--- src/rtl/uart_bus_master.sv ---
// UART command port driving a single-master 32-bit bus.
// 'W' + addr[4] + data[4] writes and answers 'K'; 'R' + addr[4] reads and
// answers with the four data bytes. A bus timeout answers 'E'.
// All multi-byte fields are MSB first.
module uart_bus_master #(
    parameter int unsigned DIVIDER = 24,
    parameter int unsigned TIMEOUT = 255
) (
    input  logic        clk,
    input  logic        rst_i,
    input  logic        rxd,
    output logic        txd,
    output logic [31:0] adr_o,
    output logic [31:0] dat_o,
    input  logic [31:0] dat_i,
    output logic [3:0]  sel_o,
    output logic        we_o,
    output logic        stb_o,
    input  logic        ack_i
);

    localparam int unsigned CntW = (DIVIDER < 1) ? 1 : $clog2(DIVIDER + 1);
    localparam logic [CntW-1:0] BitLast = CntW'(DIVIDER);
    localparam logic [CntW-1:0] BitHalf = CntW'(DIVIDER >> 1);
    localparam logic [CntW-1:0] CntOne  = CntW'(1);
    localparam logic [8:0]      WaitLast = 9'(TIMEOUT);

    localparam logic [7:0] CmdWrite = 8'h57;
    localparam logic [7:0] CmdRead  = 8'h52;
    localparam logic [7:0] RespOk   = 8'h4B;
    localparam logic [7:0] RespErr  = 8'h45;

    typedef enum logic [1:0] {RxIdle, RxStart, RxData, RxStop} rx_state_e;
    typedef enum logic {TxIdle, TxSend} tx_state_e;
    typedef enum logic [2:0] {StIdle, StAddr, StWdata, StBus, StRdlat, StResp} state_e;

    // ---------------------------------------------------------------------
    // rxd synchronizer
    // ---------------------------------------------------------------------
    logic rxd_meta_q, rxd_sync_q;

    // Two-flop synchronizer, preset to the idle-high line level.
    always_ff @(posedge clk) begin
        if (rst_i) begin
            rxd_meta_q <= 1'b1;
            rxd_sync_q <= 1'b1;
        end else begin
            rxd_meta_q <= rxd;
            rxd_sync_q <= rxd_meta_q;
        end
    end

    // ---------------------------------------------------------------------
    // Receiver
    // ---------------------------------------------------------------------
    rx_state_e       rx_state_q, rx_state_d;
    logic [CntW-1:0] rx_cnt_q, rx_cnt_d;
    logic [2:0]      rx_bit_q, rx_bit_d;
    logic [7:0]      rx_shift_q, rx_shift_d;
    logic            rx_valid_q, rx_valid_d;

    // Receiver state register.
    always_ff @(posedge clk) begin
        if (rst_i) begin
            rx_state_q <= RxIdle;
            rx_cnt_q   <= '0;
            rx_bit_q   <= '0;
            rx_shift_q <= '0;
            rx_valid_q <= 1'b0;
        end else begin
            rx_state_q <= rx_state_d;
            rx_cnt_q   <= rx_cnt_d;
            rx_bit_q   <= rx_bit_d;
            rx_shift_q <= rx_shift_d;
            rx_valid_q <= rx_valid_d;
        end
    end

    // Receiver next state: mid-bit sampling, glitch rejection, stop-bit check.
    always_comb begin
        rx_state_d = rx_state_q;
        rx_cnt_d   = rx_cnt_q;
        rx_bit_d   = rx_bit_q;
        rx_shift_d = rx_shift_q;
        rx_valid_d = 1'b0;
        unique case (rx_state_q)
            RxIdle: begin
                if (!rxd_sync_q) begin
                    rx_state_d = RxStart;
                    rx_cnt_d   = BitHalf;
                end
            end
            RxStart: begin
                if (rx_cnt_q != '0) begin
                    rx_cnt_d = rx_cnt_q - CntOne;
                end else if (rxd_sync_q) begin
                    rx_state_d = RxIdle;
                end else begin
                    rx_state_d = RxData;
                    rx_cnt_d   = BitLast;
                    rx_bit_d   = '0;
                end
            end
            RxData: begin
                if (rx_cnt_q != '0) begin
                    rx_cnt_d = rx_cnt_q - CntOne;
                end else begin
                    rx_shift_d = {rxd_sync_q, rx_shift_q[7:1]};
                    rx_cnt_d   = BitLast;
                    if (rx_bit_q == 3'd7) begin
                        rx_state_d = RxStop;
                    end else begin
                        rx_bit_d = rx_bit_q + 3'd1;
                    end
                end
            end
            RxStop: begin
                if (rx_cnt_q != '0) begin
                    rx_cnt_d = rx_cnt_q - CntOne;
                end else begin
                    rx_state_d = RxIdle;
                    // A low stop bit is a framing error: drop the byte.
                    rx_valid_d = rxd_sync_q;
                end
            end
            default: rx_state_d = RxIdle;
        endcase
    end

    // ---------------------------------------------------------------------
    // Transmitter
    // ---------------------------------------------------------------------
    tx_state_e       tx_state_q, tx_state_d;
    logic [CntW-1:0] tx_cnt_q, tx_cnt_d;
    logic [3:0]      tx_bit_q, tx_bit_d;
    logic [9:0]      tx_shift_q, tx_shift_d;
    logic            tx_ready;
    logic            tx_load;
    logic [7:0]      tx_byte;

    // Ready while idle and also in the final clock of a stop bit, so the next
    // frame can start with no gap.
    assign tx_ready = (tx_state_q == TxIdle) || ((tx_cnt_q == '0) && (tx_bit_q == 4'd9));
    assign txd      = (tx_state_q == TxSend) ? tx_shift_q[0] : 1'b1;

    // Transmitter state register.
    always_ff @(posedge clk) begin
        if (rst_i) begin
            tx_state_q <= TxIdle;
            tx_cnt_q   <= '0;
            tx_bit_q   <= '0;
            tx_shift_q <= '1;
        end else begin
            tx_state_q <= tx_state_d;
            tx_cnt_q   <= tx_cnt_d;
            tx_bit_q   <= tx_bit_d;
            tx_shift_q <= tx_shift_d;
        end
    end

    // Transmitter next state: load a 10-bit frame, shift one bit per period.
    always_comb begin
        tx_state_d = tx_state_q;
        tx_cnt_d   = tx_cnt_q;
        tx_bit_d   = tx_bit_q;
        tx_shift_d = tx_shift_q;
        if (tx_load) begin
            tx_state_d = TxSend;
            tx_shift_d = {1'b1, tx_byte, 1'b0};
            tx_cnt_d   = BitLast;
            tx_bit_d   = '0;
        end else if (tx_state_q == TxSend) begin
            if (tx_cnt_q != '0) begin
                tx_cnt_d = tx_cnt_q - CntOne;
            end else if (tx_bit_q == 4'd9) begin
                tx_state_d = TxIdle;
            end else begin
                tx_shift_d = {1'b1, tx_shift_q[9:1]};
                tx_bit_d   = tx_bit_q + 4'd1;
                tx_cnt_d   = BitLast;
            end
        end
    end

    // ---------------------------------------------------------------------
    // Command FSM and bus master
    // ---------------------------------------------------------------------
    state_e      state_q, state_d;
    logic [1:0]  byte_cnt_q, byte_cnt_d;
    logic        is_write_q, is_write_d;
    logic [31:0] adr_q, adr_d;
    logic [31:0] wdat_q, wdat_d;
    logic        stb_q, stb_d;
    logic        we_q, we_d;
    logic [3:0]  sel_q, sel_d;
    logic [8:0]  wait_cnt_q, wait_cnt_d;
    logic [31:0] resp_buf_q, resp_buf_d;
    logic [2:0]  resp_left_q, resp_left_d;

    assign adr_o = adr_q;
    assign dat_o = wdat_q;
    assign sel_o = sel_q;
    assign we_o  = we_q;
    assign stb_o = stb_q;

    // Command FSM and bus register state.
    always_ff @(posedge clk) begin
        if (rst_i) begin
            state_q     <= StIdle;
            byte_cnt_q  <= '0;
            is_write_q  <= 1'b0;
            adr_q       <= '0;
            wdat_q      <= '0;
            stb_q       <= 1'b0;
            we_q        <= 1'b0;
            sel_q       <= '0;
            wait_cnt_q  <= '0;
            resp_buf_q  <= '0;
            resp_left_q <= '0;
        end else begin
            state_q     <= state_d;
            byte_cnt_q  <= byte_cnt_d;
            is_write_q  <= is_write_d;
            adr_q       <= adr_d;
            wdat_q      <= wdat_d;
            stb_q       <= stb_d;
            we_q        <= we_d;
            sel_q       <= sel_d;
            wait_cnt_q  <= wait_cnt_d;
            resp_buf_q  <= resp_buf_d;
            resp_left_q <= resp_left_d;
        end
    end

    // Command parsing, bus cycle with timeout, and response sequencing.
    always_comb begin
        state_d     = state_q;
        byte_cnt_d  = byte_cnt_q;
        is_write_d  = is_write_q;
        adr_d       = adr_q;
        wdat_d      = wdat_q;
        stb_d       = stb_q;
        we_d        = we_q;
        sel_d       = sel_q;
        wait_cnt_d  = wait_cnt_q;
        resp_buf_d  = resp_buf_q;
        resp_left_d = resp_left_q;
        tx_load     = 1'b0;
        tx_byte     = resp_buf_q[31:24];
        unique case (state_q)
            StIdle: begin
                if (rx_valid_q && ((rx_shift_q == CmdWrite) || (rx_shift_q == CmdRead))) begin
                    state_d    = StAddr;
                    is_write_d = (rx_shift_q == CmdWrite);
                    byte_cnt_d = '0;
                end
            end
            StAddr: begin
                if (rx_valid_q) begin
                    adr_d = {adr_q[23:0], rx_shift_q};
                    if (byte_cnt_q == 2'd3) begin
                        byte_cnt_d = '0;
                        if (is_write_q) begin
                            state_d = StWdata;
                        end else begin
                            state_d    = StBus;
                            stb_d      = 1'b1;
                            sel_d      = 4'b1111;
                            we_d       = 1'b0;
                            wait_cnt_d = '0;
                        end
                    end else begin
                        byte_cnt_d = byte_cnt_q + 2'd1;
                    end
                end
            end
            StWdata: begin
                if (rx_valid_q) begin
                    wdat_d = {wdat_q[23:0], rx_shift_q};
                    if (byte_cnt_q == 2'd3) begin
                        byte_cnt_d = '0;
                        state_d    = StBus;
                        stb_d      = 1'b1;
                        sel_d      = 4'b1111;
                        we_d       = 1'b1;
                        wait_cnt_d = '0;
                    end else begin
                        byte_cnt_d = byte_cnt_q + 2'd1;
                    end
                end
            end
            StBus: begin
                if (ack_i) begin
                    stb_d = 1'b0;
                    sel_d = '0;
                    we_d  = 1'b0;
                    if (is_write_q) begin
                        state_d     = StResp;
                        resp_buf_d  = {RespOk, 24'h0};
                        resp_left_d = 3'd1;
                    end else begin
                        state_d = StRdlat;
                    end
                end else if (wait_cnt_q == WaitLast) begin
                    stb_d       = 1'b0;
                    sel_d       = '0;
                    we_d        = 1'b0;
                    state_d     = StResp;
                    resp_buf_d  = {RespErr, 24'h0};
                    resp_left_d = 3'd1;
                end else begin
                    wait_cnt_d = wait_cnt_q + 9'd1;
                end
            end
            StRdlat: begin
                // Responder presents read data the clock after its ack.
                resp_buf_d  = dat_i;
                resp_left_d = 3'd4;
                state_d     = StResp;
            end
            StResp: begin
                if (resp_left_q != '0) begin
                    if (tx_ready) begin
                        tx_load     = 1'b1;
                        resp_buf_d  = {resp_buf_q[23:0], 8'h00};
                        resp_left_d = resp_left_q - 3'd1;
                    end
                end else if (tx_state_q == TxIdle) begin
                    state_d = StIdle;
                end
            end
            default: state_d = StIdle;
        endcase
    end

endmodule
--- config.mk ---
export PLATFORM = sky130hd
export DESIGN_NAME = uart_bus_master
export DESIGN_NICKNAME = d
export VERILOG_FILES = /design/src/rtl/uart_bus_master.sv
export SDC_FILE = /design/constraint.sdc
export NUM_CORES = 1
export LEC_CHECK = 0
export ABC_AREA = 1
export CAP_MARGIN = 40
export CORE_MARGIN = 1.5
export CORE_UTILIZATION = 30
export CTS_CLUSTER_SIZE = 12
export DETAILED_ROUTE_END_ITERATION = 8
export GPL_TIMING_DRIVEN = 0
export HOLD_SLACK_MARGIN = 0.12
export PLACE_DENSITY = 0.52
export SETUP_SLACK_MARGIN = 0.3
export SLEW_MARGIN = 15
export SYNTH_ARGS = -nofsm -noshare
export SYNTH_HDL_FRONTEND = slang
export SYNTH_SLANG_ARGS = --single-unit
--- constraint.sdc ---
create_clock -name clk -period 5.8 [get_ports clk]
set_clock_uncertainty 0.2 [all_clocks]
set_input_delay 1.16 -clock clk [delete_from_list [all_inputs] [get_ports clk]]
set_output_delay 1.16 -clock clk [all_outputs]
set_load 0.01 [all_outputs]
==> flow_results.xml <==
<?xml version="1.0" encoding="UTF-8"?>
<metrics>
  <group name="outcome">
    <metric name="status" unit="">finished clean</metric>
  </group>
  <group name="clock_network">
    <metric name="postCtsSetupBuffers" unit="">0</metric>
    <metric name="ctsResizeCount" unit="">0</metric>
    <metric name="cts_max_level" unit="">4</metric>
    <metric name="cts_sinks" unit="">156</metric>
    <metric name="library_cell_used_as_clock_root_buffer" unit="">clkbuf_16</metric>
    <metric name="cts.hold.buffers_added" unit="">0</metric>
    <metric name="skew_pair_late_insertion_delay" unit="ps">420</metric>
    <metric name="max-clock-path-buffers" unit="">2</metric>
    <metric name="cts_tree" unit="">built</metric>
    <metric name="cts.reportedPaths.clkPinSlew" unit="ps">70</metric>
    <metric name="cts_made_buffers" unit="">17</metric>
  </group>
  <group name="critical_path">
    <metric name="ff2ff_setup_slack" unit="ps">3160</metric>
    <metric name="worstSetupEndpointType" unit="">output pin</metric>
    <metric name="timing.rr.end" unit="">resp_buf_q[17]$_SDFFE_PP0P_</metric>
    <metric name="cp_cell_sequence" unit="">buf_4 &gt; clkdlybuf4s50_1</metric>
    <metric name="timing.critical_path.arrival" unit="ps">1530</metric>
    <metric name="crit_path_top_delay_cell" unit="">clkdlybuf4s50_1</metric>
    <metric name="critical_path.startpoint" unit="">sel_o[2]$_SDFFE_PP0P_</metric>
    <metric name="r2r_start" unit="">wait_cnt_q[0]$_SDFFE_PP0P_</metric>
    <metric name="crit_path_max_incr_delay" unit="ps">520</metric>
    <metric name="critPathLaunchType" unit="">flop</metric>
    <metric name="timing.critical_path.to" unit="">sel_o[1]</metric>
    <metric name="r2r.worst_path.cells" unit="">13</metric>
    <metric name="cp_max_fanout" unit="">6</metric>
    <metric name="path_class" unit="">reg -&gt; out</metric>
    <metric name="timing.critical_path.required" unit="ps">4440</metric>
    <metric name="critPathBufInv" unit="">2</metric>
    <metric name="critical_path_depth" unit="">2</metric>
    <metric name="critical-path-top-delay-family" unit="">buffers and inverters</metric>
  </group>
  <group name="timing">
    <metric name="pins_over_their_slew_limit" unit="">0</metric>
    <metric name="tightest_slew" unit="ps">624</metric>
    <metric name="min_period" unit="ps">2890</metric>
    <metric name="fin_tns_setup" unit="ps">0</metric>
    <metric name="setup_viol" unit="">0</metric>
    <metric name="grt_setup_unrepaired" unit="">false</metric>
    <metric name="maxClockFrequency" unit="GHz">0.346</metric>
    <metric name="hold_viol" unit="">0</metric>
    <metric name="slew-limit-headroom" unit="%">58.4</metric>
    <metric name="final_min_period_over_clock_period" unit="%">49.8</metric>
  </group>
  <group name="floorplanning">
    <metric name="fp.coreArea" unit="mm²">0.0226</metric>
    <metric name="die_area" unit="mm²">0.0240</metric>
    <metric name="initial_core_util" unit="%">30.5</metric>
    <metric name="dieWidth" unit="µm">155</metric>
    <metric name="rows" unit="">55</metric>
    <metric name="die_height" unit="µm">155</metric>
    <metric name="io-pin-count" unit="">107</metric>
  </group>
  <group name="placed_design">
    <metric name="place.port_buffers" unit="">105</metric>
    <metric name="post_dp_cell_area" unit="mm²">0.00832</metric>
    <metric name="dp_hpwl" unit="µm">12900</metric>
    <metric name="routabilityCongestion" unit="">0.818</metric>
  </group>
  <group name="route">
    <metric name="first_pass_iters" unit="">4</metric>
    <metric name="detail_route.wl_per_cell" unit="µm">12.7</metric>
    <metric name="route.detailed.drc" unit="">0</metric>
    <metric name="detail_route.wirelength" unit="µm">17600</metric>
    <metric name="antenna_left" unit="">0</metric>
    <metric name="dr_total_vias" unit="">6322</metric>
    <metric name="drt_first_iter_violations" unit="">250</metric>
    <metric name="routed_via_density" unit="">4.56</metric>
  </group>
  <group name="synthesis">
    <metric name="ys_seq_area_share" unit="%">45.2</metric>
    <metric name="postSynthNetCount" unit="">1016</metric>
    <metric name="post-synth-top-area-fraction" unit="%">45.2</metric>
    <metric name="gate_count_post_synth" unit="">963</metric>
    <metric name="postSynthAreaPerCell" unit="µm²">7.18</metric>
    <metric name="top_cells_by_area_synth" unit="">dfxtp_1 45%, nand2_1 12%, nor2_1 9.3%</metric>
    <metric name="synth-warning-count" unit="">0</metric>
    <metric name="number_of_synthesized_register_bits" unit="">156</metric>
    <metric name="yosys.cell_types.count" unit="">37</metric>
    <metric name="syn-cell-area" unit="mm²">0.00692</metric>
    <metric name="post-synth-top-area-cell" unit="">dfxtp_1</metric>
  </group>
  <group name="layout">
    <metric name="number_of_nets_in_the_layout" unit="">1140</metric>
    <metric name="syn2layout_area_growth" unit="%">29.2</metric>
    <metric name="final_cell_area" unit="mm²">0.00894</metric>
    <metric name="antenna_cells_inserted" unit="">0</metric>
    <metric name="drive_above_1_share" unit="%">7.55</metric>
  </group>
  <group name="hold_path">
    <metric name="hold_path.class" unit="">reg -&gt; reg</metric>
    <metric name="number_of_cells_on_the_worst_hold_path" unit="">1</metric>
  </group>
  <group name="pwr">
    <metric name="vdd_drop_max" unit="mV">0.201</metric>
    <metric name="power.density_cell_area" unit="mW/mm²">354</metric>
    <metric name="total_leakage_power" unit="nW">3.60</metric>
  </group>
  <group name="run">
    <metric name="timing.max_cap.violations" unit="">0</metric>
  </group>
  <group name="global_routing">
    <metric name="gr-total-overflow" unit="">0</metric>
    <metric name="grt_first_pass_wirelength" unit="µm">29000</metric>
    <metric name="antenna_found_initial" unit="">0</metric>
    <metric name="grt_pass1_vias" unit="">5855</metric>
    <metric name="tot_gr_track_use" unit="%">15.1</metric>
    <metric name="grt_max_degree" unit="">17</metric>
  </group>
</metrics>
worst min-delay path by stage:
stage               slack [ps]                  start                     to
floorplan                  190  rxd_meta_q$_SDFF_PP1_  rxd_sync_q$_SDFF_PP1_
global route               240  rxd_meta_q$_SDFF_PP1_  rxd_sync_q$_SDFF_PP1_
finish                     210  rxd_meta_q$_SDFF_PP1_  rxd_sync_q$_SDFF_PP1_
CTS                        210  rxd_meta_q$_SDFF_PP1_  rxd_sync_q$_SDFF_PP1_
detailed placement         200  rxd_meta_q$_SDFF_PP1_  rxd_sync_q$_SDFF_PP1_
global placement           190  rxd_meta_q$_SDFF_PP1_  rxd_sync_q$_SDFF_PP1_
synthesized netlist by cell type:
library cell and number:
a21oi_1 80, a21oi_2 2, a31oi_1 1, and2_1 1, and3_1 1, buf_1 1, buf_2 13, buf_4 7
buf_6 7, clkbuf_1 23, clkbuf_8 1, dfxtp_1 156, ha_1 17, inv_1 66, inv_2 2, nand2_1 217
nand2_2 3, nand2_4 2, nand3_1 54, nand3_4 1, nand3b_1 1, nand4_1 14, nor2_1 171, nor2_2 1
nor2_4 2, nor2_8 1, nor3_1 4, nor3_2 1, nor3b_1 1, o2111a_1 1, o21ai_0 91, o21bai_1 1
o22a_2 2, o22ai_1 2, o31ai_1 1, or2_2 6, xor2_1 8
layout by cell type, fill, tap and decap left out, drive strengths merged, types with 8 or more instances in the layout:
cell type	n
nand4	14
nand2	222
ha	17
nor2	175
xor2	8
o21ai	91
inv	75
dfxtp	156
nand3	55
buf	28
clkdlybuf4s50	105
a21oi	82
clkbuf	42
flip-flops by register name (all words and copies together) (netlist names), 4 cells and up, named ones only:
signal / count
tx_shift_q: 9
tx_bit_q: 4
rx_shift_q: 8
wait_cnt_q: 9
resp_buf_q: 32
adr_o: 32
rx_cnt_q: 5
tx_cnt_q: 5
dat_o: 32
through the flow:
stage / hold WS (ps) / setup slack (ps) / std cells / util [%] / power [mW]
2_1_floorplan: 189 / 3390 / 963 / - / 1.81
3_3_place_gp: 194 / 2520 / 1353 / 36.8 / 2.03
3_5_place_dp: 196 / 2530 / 1353 / 36.8 / 2.04
4_1_cts: 213 / 2860 / 1385 / 39.5 / 3.20
5_1_grt: 237 / 2820 / 1385 / 39.5 / 3.36
6_report: 209 / 2910 / 1385 / 39.5 / 3.17
per-layer routing:
metal / track usage, % / vias up / wire, µm
li1: - / 3351 / -
met1: 20.8 / 2852 / 9040
met2: 24.1 / 107 / 7850
met3: 2.83 / 12 / 594
met4: 4.26 / 0 / 157
met5: 0 / - / 0
power by group:
part | internal [mW] | switching [mW] | total, mW
clock | 0.663 | 0.492 | 1.16
sequential | 1.14 | 0.0571 | 1.20
combinational | 0.302 | 0.506 | 0.809
total | 2.11 | 1.06 | 3.17
cell type report:
| class | count | area, µm² |
|---|---|---|
| clock inverter | 14 | 175 |
| fill | 2408 | 13700 |
| sequential | 156 | 3120 |
| buffer | 52 | 300 |
| multi-input combinational | 687 | 3240 |
| clock buffer | 18 | 439 |
| inverter | 68 | 255 |
| tap | 285 | 357 |
| timing repair buffer | 105 | 1050 |
kinds of logic (layout without fill, tap and decap cells):
logic type      after synthesis  count (layout)  synth area share, %
xor+xnor                      8               8                 1.01
flops                       156             156                 45.2
simple gates                481             481                 29.2
compound gates              181             181                 13.6
buf+inv                     120             257                 8.03
fa+ha+maj                    17              17                 3.08
Power figures use the tool's default switching activity.
